### src/rtl/stall_perf_counters.sv
// ---------------------------------------------------------------------------
// stall_perf_counters : free-running cycle counter plus saturating stall stats
// Revision 1.0
// ---------------------------------------------------------------------------
`default_nettype none

module stall_perf_counters #(
  parameter int CNT_W = 32,
  parameter int RUN_W = 16
) (
  input  logic        clk,
  input  logic        rst_n,
  input  logic        enable,
  input  logic        clear,
  input  logic        stall,
  input  logic        robFull,
  input  logic        brnchFull,
  input  logic        aluFull,
  input  logic        mulDivFull,
  input  logic        lwFull,
  input  logic        swFull,
  input  logic [3:0]  rd_sel,
  output logic [63:0] rd_data,
  output logic [63:0] cycle_count,
  output logic        any_stall
);

  localparam int NCAUSE = 7;

  logic [6:0]       causes;
  logic [63:0]      cycle_count_q, cycle_count_d;
  logic             prev_stall_q, prev_stall_d;
  logic [CNT_W-1:0] stall_cyc_q, stall_cyc_d;
  logic [CNT_W-1:0] stall_evt_q, stall_evt_d;
  logic [CNT_W-1:0] cause_q [NCAUSE];
  logic [CNT_W-1:0] cause_d [NCAUSE];
  logic [RUN_W-1:0] cur_run_q, cur_run_d;
  logic [RUN_W-1:0] max_run_q, max_run_d;
  logic [RUN_W-1:0] run_inc;
  logic [63:0]      rd_data_q, rd_data_d;

  // Bit i maps to read select i+2.
  assign causes    = {swFull, lwFull, mulDivFull, aluFull, brnchFull, robFull, stall};
  assign any_stall = |causes;

  function automatic logic [CNT_W-1:0] sat_cnt(input logic [CNT_W-1:0] v);
    return (&v) ? v : v + CNT_W'(1);
  endfunction

  function automatic logic [RUN_W-1:0] sat_run(input logic [RUN_W-1:0] v);
    return (&v) ? v : v + RUN_W'(1);
  endfunction

  assign run_inc = sat_run(cur_run_q);

  always_comb begin
    cycle_count_d = cycle_count_q + 64'd1;
    prev_stall_d  = any_stall;
    stall_cyc_d   = stall_cyc_q;
    stall_evt_d   = stall_evt_q;
    cur_run_d     = cur_run_q;
    max_run_d     = max_run_q;
    for (int i = 0; i < NCAUSE; i++) cause_d[i] = cause_q[i];

    if (clear) begin
      stall_cyc_d = '0;
      stall_evt_d = '0;
      cur_run_d   = '0;
      max_run_d   = '0;
      for (int i = 0; i < NCAUSE; i++) cause_d[i] = '0;
    end else if (enable) begin
      for (int i = 0; i < NCAUSE; i++)
        if (causes[i]) cause_d[i] = sat_cnt(cause_q[i]);
      if (any_stall) begin
        stall_cyc_d = sat_cnt(stall_cyc_q);
        cur_run_d   = run_inc;
        if (run_inc > max_run_q) max_run_d = run_inc;
        // A stall already running before this cycle is not a new event.
        if (!prev_stall_q) stall_evt_d = sat_cnt(stall_evt_q);
      end else begin
        cur_run_d = '0;
      end
    end
  end

  always_comb begin
    rd_data_d = '0;
    case (rd_sel)
      4'd0:  rd_data_d              = cycle_count_q;
      4'd1:  rd_data_d[CNT_W-1:0]   = stall_cyc_q;
      4'd2:  rd_data_d[CNT_W-1:0]   = cause_q[0];
      4'd3:  rd_data_d[CNT_W-1:0]   = cause_q[1];
      4'd4:  rd_data_d[CNT_W-1:0]   = cause_q[2];
      4'd5:  rd_data_d[CNT_W-1:0]   = cause_q[3];
      4'd6:  rd_data_d[CNT_W-1:0]   = cause_q[4];
      4'd7:  rd_data_d[CNT_W-1:0]   = cause_q[5];
      4'd8:  rd_data_d[CNT_W-1:0]   = cause_q[6];
      4'd9:  rd_data_d[CNT_W-1:0]   = stall_evt_q;
      4'd10: rd_data_d[RUN_W-1:0]   = cur_run_q;
      4'd11: rd_data_d[RUN_W-1:0]   = max_run_q;
      default: rd_data_d            = '0;
    endcase
  end

  always_ff @(posedge clk or negedge rst_n) begin
    if (!rst_n) begin
      cycle_count_q <= '0;
      prev_stall_q  <= 1'b0;
      stall_cyc_q   <= '0;
      stall_evt_q   <= '0;
      cur_run_q     <= '0;
      max_run_q     <= '0;
      rd_data_q     <= '0;
      for (int i = 0; i < NCAUSE; i++) cause_q[i] <= '0;
    end else begin
      cycle_count_q <= cycle_count_d;
      prev_stall_q  <= prev_stall_d;
      stall_cyc_q   <= stall_cyc_d;
      stall_evt_q   <= stall_evt_d;
      cur_run_q     <= cur_run_d;
      max_run_q     <= max_run_d;
      rd_data_q     <= rd_data_d;
      for (int i = 0; i < NCAUSE; i++) cause_q[i] <= cause_d[i];
    end
  end

  assign cycle_count = cycle_count_q;
  assign rd_data     = rd_data_q;

endmodule

`default_nettype wire

### config.mk
export PLATFORM = sky130hd
export DESIGN_NAME = stall_perf_counters
export DESIGN_NICKNAME = d
export VERILOG_FILES = /design/src/rtl/stall_perf_counters.sv
export SDC_FILE = /design/constraint.sdc
export NUM_CORES = 1
export LEC_CHECK = 0
export CAP_MARGIN = 20
export CORE_ASPECT_RATIO = 0.9
export CORE_MARGIN = 2
export CORE_UTILIZATION = 54
export DETAILED_ROUTE_END_ITERATION = 7
export PLACE_DENSITY = 0.76
export SETUP_SLACK_MARGIN = 0.4
export SLEW_MARGIN = 20
export SYNTH_ARGS = -nofsm -noshare
export SYNTH_HDL_FRONTEND = slang
export SYNTH_SLANG_ARGS = --single-unit
### constraint.sdc
create_clock -name clk -period 3.5 [get_ports clk]
set_input_delay 0.875 -clock clk [delete_from_list [all_inputs] [get_ports clk]]
set_output_delay 0.875 -clock clk [all_outputs]
set_load 0.01 [all_outputs]
-- Word-level counts from Yosys, hierarchy flattened
Index checks and enable logic that the tools add are counted.
- add/subtract/negate cells: 11
- $mul: 0
- div/mod/pow operators: 0
- order comparisons: 1
- equal/unequal tests: 21
- shifts and indexed selects: 0
- muxes and demuxes: 36
- bitwise operators: 0
- reductions and logical operators: 32
- operators with widths (cell ; count):
    $mux 32 ; 24
    $mux 224 ; 2
    $add 32x1->32 const B ; 9
    $reduce_and 32->1 ; 9
    $pmux 16 s12 ; 1
    $pmux 16 s10 ; 1
    $mux 16 ; 8
    $add 64x1->64 const B ; 1
    $reduce_and 3->1 ; 9
    $ne 2x2->1 const B ; 10
    $reduce_bool 2->1 ; 10
    $add 16x1->16 const B ; 1
    $eq 4x3->1 const B ; 4
    $eq 4x4->1 const B ; 4
    $gt 16x16->1 ; 1
    $reduce_and 16->1 ; 1
    $eq 4x2->1 const B ; 2
    $reduce_or 7->1 ; 1
    $eq 4x1->1 const B ; 1
    $logic_not 4->1 ; 1
    $reduce_and 4->1 ; 1
- bits in registers: 449
- bits in latches: 0
- RAM bits: 0
- bits in read-only memories: 0
- input port bits: 15
- word-level logic and storage cells: 115
- memories: 0

-- Logic depth before layout (Yosys ltp)
- depth after elaboration: 7
- mapped depth: 16
- gate-level depth less buffers: 14

-- Worst setup path after synthesis
OpenSTA, ideal clock, no wires.
- path kind: register -> register
- start point: register cur_run_q[7]
- end point: register max_run_q[14]
- library setup time: 132 ps
- arrival time: 3670 ps
- data required time: 3368 ps
- slack: -301 ps
- stages on the path, launching flop included: 17
- buffers on the path: 3
- clock period less this slack: 3801 ps
- cells stage by stage: dfrtp_1 -> clkbuf_1 -> and4_1 -> and3_1 -> clkbuf_1 -> a21boi_0 -> nand3_1 -> xor2_1 -> inv_1 -> ha_1 -> nand4_1 -> or4_1 -> a21o_1 -> a31oi_1 -> clkbuf_1 -> mux2i_1 -> nor2_1
- cells in the longest elaborated chain, start to end: 6
- elaborated cells between the ends (all ways): 10
- RTL lines (element ; RTL line ; RTL):
    start: declaration ; 37 ; logic [RUN_W-1:0] cur_run_q, cur_run_d;
    start signal: assignment ; 120 ; cur_run_q <= cur_run_d;
    $add 16x1->16 or $reduce_and 16->1 (tied branches) ; 51 ; return (&v) ? v : v + RUN_W'(1);
    $mux 16 * ; 51 ;
    branches (longest 4 deep; another with $gt 16x16->1) ; -- ;
    end signal: assignment ; 121 ; max_run_q <= max_run_d;
    end: declaration ; 38 ; logic [RUN_W-1:0] max_run_q, max_run_d;
Mark *: on every way between the ends. The select of a mux whose other input is x is not followed.
A chain may end at the register's enable or synchronous reset.

-- Final worst setup path
- start point: register cur_run_q[1]
- end point: register max_run_q[11]
The elaborated chain is that of the path after synthesis.

==> flow_metrics.tcl <==
set metrics [dict create \
    outcome "complete, but fails checks" \
    violated_checks "design-rule violations, negative setup slack" \
    dieArea_um2 45400 \
    groute.layer.met1.usage_pct 49.7 \
    final_layout_size_suffix_gt1_share_pct 9.99 \
    yosysMostFrequentCell "sky130_fd_sc_hd__dfrtp_1" \
    compound_gate_portion_of_the_synthesized_area_pct 10.9 \
    sequentialPowerShare_pct 45.4 \
    critical_path_start_type "flip-flop" \
    ys_ff_latch 449 \
    gr-usage-met2_pct 52.5 \
    vdd.ir_drop.worst_mv 0.412 \
    vias 21453 \
    cell_internal_pwr_mw 8.77 \
    xor_and_xnor_area_share_after_synthesis_pct 11.0 \
    clkPwrFrac_pct 44.7 \
    synth_top_area_share_pct 47.6 \
    finalWirelength_um 79900 \
    synth-edff-count 0 \
    floorplan.die.width_um 224 \
    finalMaxSlewViolations 0 \
    vias_per_cell 6.54 \
    synth.top_cells.by_count "sky130_fd_sc_hd__dfrtp_1, sky130_fd_sc_hd__nor2_1, sky130_fd_sc_hd__xnor2_1" \
    finalWorstPathRequiredPeriod_ns 3.51 \
    adder_cell_share_of_the_synthesized_area_pct 1.43 \
    fin_ws_ns -0.00534 \
    top_usage_layer "met2" \
    total_leakage_power_nw 11.6 \
    n_antenna_cell 0 \
    net_switching_power_mw 2.89 \
    grt_max_degree 86 \
    ant_nets 0 \
    synth.cell_area_um2 23600 \
    synth.yosys.warnings 0 \
    setup-violations-final 1 \
    cp_data_required_time_ns 3.96 \
    gr-total-overflow 0 \
    post_synth.cell_area_avg_um2 9.49 \
    drt-wirelength-per-cell_um 24.4 \
    maxClockFrequency_mhz 285 \
    maxCapViolations 0 \
    slew_of_the_pin_with_the_lowest_slew_margin_ns 1.15 \
    synth_top_family_by_area "simple AND/OR/NAND/NOR gates" \
    synth.mux.area_fraction_pct 1.29 \
    via_count_of_the_first_global_routing_pass 20725 \
    postSynth.topFlopCell "sky130_fd_sc_hd__dfrtp_1" \
    max-clock-path-buffers 3 \
    dieHeight_um 202 \
    finalCoreUtilization_pct 65.7 \
    grt_antenna_before_repair 1 \
    mappedNetlistNets 2528 \
    layout.filler_cells 3373 \
    netlist.top_cell.by_area "sky130_fd_sc_hd__dfrtp_1" \
    worstSkewPairLatency_ns 0.63 \
    post_synthesis_simple_gate_area_fraction_pct 24.9 \
    cp_data_arrival_time_ns 3.96 \
    final.period_utilization_pct 100 \
    min_path_type "input pin to asynchronous set/reset pin" \
    number_of_sinks_driven_by_the_clock_tree 449 \
    clk_pin_slew_worst_paths_ns 0.06 \
    hold_viol 0 \
    fin_skew_ns 0.0319 \
    synthesis.instances 2486 \
    share_comb_of_total_power_pct 9.9 \
    yosys.cell_types.count 65 \
    worst-setup-path-type "flip-flop to flip-flop" \
    floorplan.core_area_um2 43100 \
    row_count 72 \
    clock-root-buffer "sky130_fd_sc_hd__clkbuf_16" \
    gr-usage-all-layers_pct 35.3 \
    buffer_ports.inserted 143 \
    worst_hold_slack_ns 0.266 \
    dp.final_hpwl_um 58300 \
    synth.yosys.seq_area_share_pct 47.6 \
    relSlewSlack_pct 23.2 \
    drt_first_pass_iters 8 \
    global_route_wire_length_before_repair_um 123000 \
    initial_utilization_pct 54.8 \
    postCtsHoldBufs 0 \
    grt_setup_unrepaired "yes" \
    numCtsBuffers 48 \
    grtUsageMet3_pct 8.27 \
    critPathMaxFanout 6 \
    async_flop_share_pct 100 \
    routabilityCongestion 1.04 \
    worst_setup_path_end_kind "flip-flop" \
    htree_num_levels 2 \
    area_delta_synth_final_pct 20.0 \
    synthTopCellsByArea "sky130_fd_sc_hd__dfrtp_1, sky130_fd_sc_hd__xnor2_1, sky130_fd_sc_hd__nor2_1" \
    design.final.nets 2731 \
    drt_iter0_markers 2815 \
    post-route-drc-count 4 \
    design.portCount 144 \
    power.density_nw_per_um2 412 \
    power_switching_share_pct 24.8 \
    tritoncts "built" \
]
==> final cells by class <==
type	count	area (µm²)	area share, %
Clock buffer	71	1440	5.08
Clock inverter	14	154	0.544
Inverter	64	240	0.849
Multi-Input combinational cell	1860	12000	42.2
Sequential cell	449	11200	39.7
Tap cell	555	694	2.45
Timing Repair Buffer	266	2590	9.15
==> power by group through the flow <==
stage | combinational [mW] | clock [mW] | sequential [mW]
2_1_floorplan | 0.453 | 0 | 5.36
3_3_place_gp | 0.763 | 0 | 5.38
3_5_place_dp | 0.781 | 0 | 5.38
4_1_cts | 1.12 | 5.26 | 5.29
5_1_grt | 1.21 | 5.46 | 5.29
6_report | 1.16 | 5.22 | 5.29
==> sequential cells by signal, summed over array words and instances, names as in the netlist <==
name          flops
cause_q         224
cycle_count      64
rd_data          64
stall_cyc_q      32
stall_evt_q      32
cur_run_q        16
max_run_q        16
prev_stall_q      1
==> worst max-delay path, stage by stage (launching register included) <==
cell and delay [ns]:
sky130_fd_sc_hd__dfrtp_1 0.41, sky130_fd_sc_hd__ha_4 0.17, sky130_fd_sc_hd__nand4_1 0.19, sky130_fd_sc_hd__nor2_4 0.24, sky130_fd_sc_hd__a31oi_4 0.14, sky130_fd_sc_hd__nand3_2 0.12, sky130_fd_sc_hd__xor2_2 0.17, sky130_fd_sc_hd__inv_1 0.08
sky130_fd_sc_hd__ha_1 0.29, sky130_fd_sc_hd__nand2_1 0.07, sky130_fd_sc_hd__or4_4 0.52, sky130_fd_sc_hd__a21o_1 0.20, sky130_fd_sc_hd__a31oi_4 0.22, sky130_fd_sc_hd__buf_6 0.14, sky130_fd_sc_hd__buf_12 0.12, sky130_fd_sc_hd__mux2i_2 0.21
sky130_fd_sc_hd__nor2_1 0.06
==> logic make-up after synthesis <==
logic type | count (synthesis)
mux | 30
simple gates | 1145
compound gates | 363
xor+xnor | 295
flops | 449
fa+ha+maj | 27
buf+inv | 177
==> per-stage QoR <==
stage / setup slack, ns / TNS (ns) / cell area, µm² / cells / total power, mW
5_1_grt: -0.214 / -2.77 / 28300 / 3279 / 12.0
3_3_place_gp: 0.0832 / 0 / 26300 / 3173 / 6.14
4_1_cts: 0.0508 / 0 / 28200 / 3274 / 11.7
3_5_place_dp: -0.0104 / -0.0150 / 26300 / 3173 / 6.16
6_report: -0.00534 / -0.00534 / 28300 / 3279 / 11.7
2_1_floorplan: 0.205 / 0 / 23700 / 2486 / 5.82
==> metal layers <==
metal	vias to the layer above	share of wire, %	routed length [µm]
met5	-	0.016	13
met4	2	4.2	3330
met3	222	11	9130
met2	1207	44	35100
met1	10607	40	32300
li1	9415	-	-
==> what timing repair did <==
item / in CTS / in global routing
hold endpoints to repair: 0 / 0
cloned: 3 / 0
resized for setup: 26 / 16
setup endpoints to repair: 17 / 17
setup buffers: 13 / 5
pin swaps: 10 / 8
==> cell usage in the layout, fill, tap and decap left out, types with 68 or more instances in the layout <==
cell                              netlist  final
sky130_fd_sc_hd__a21oi_1               69     68
sky130_fd_sc_hd__a22oi_1               71     71
sky130_fd_sc_hd__buf_4                  0    104
sky130_fd_sc_hd__clkdlybuf4s50_1        0    137
sky130_fd_sc_hd__dfrtp_1              449    447
sky130_fd_sc_hd__nand2_1              151    151
sky130_fd_sc_hd__nand3_1              149    145
sky130_fd_sc_hd__nand4_1              138    138
sky130_fd_sc_hd__nor2_1               330    325
sky130_fd_sc_hd__nor3_1                85     77
sky130_fd_sc_hd__xnor2_1              163    163
sky130_fd_sc_hd__xor2_1               132    129
==> final timing paths <==
check	startpoint	end	slack (ns)	cells past startpoint
min reg2reg	cycle_count[50]	cycle_count[50]	0.51	1
max in group asynchronous	rst_n	cycle_count[57]	2.27	2
min	rst_n	cause_q[134]	0.27	1
max reg2reg	cur_run_q[1]	max_run_q[11]	-0.005	16
min in group clk	cycle_count[50]	cycle_count[50]	0.51	1
max	cur_run_q[1]	max_run_q[11]	-0.005	16
(Power assumes the default switching activity.)
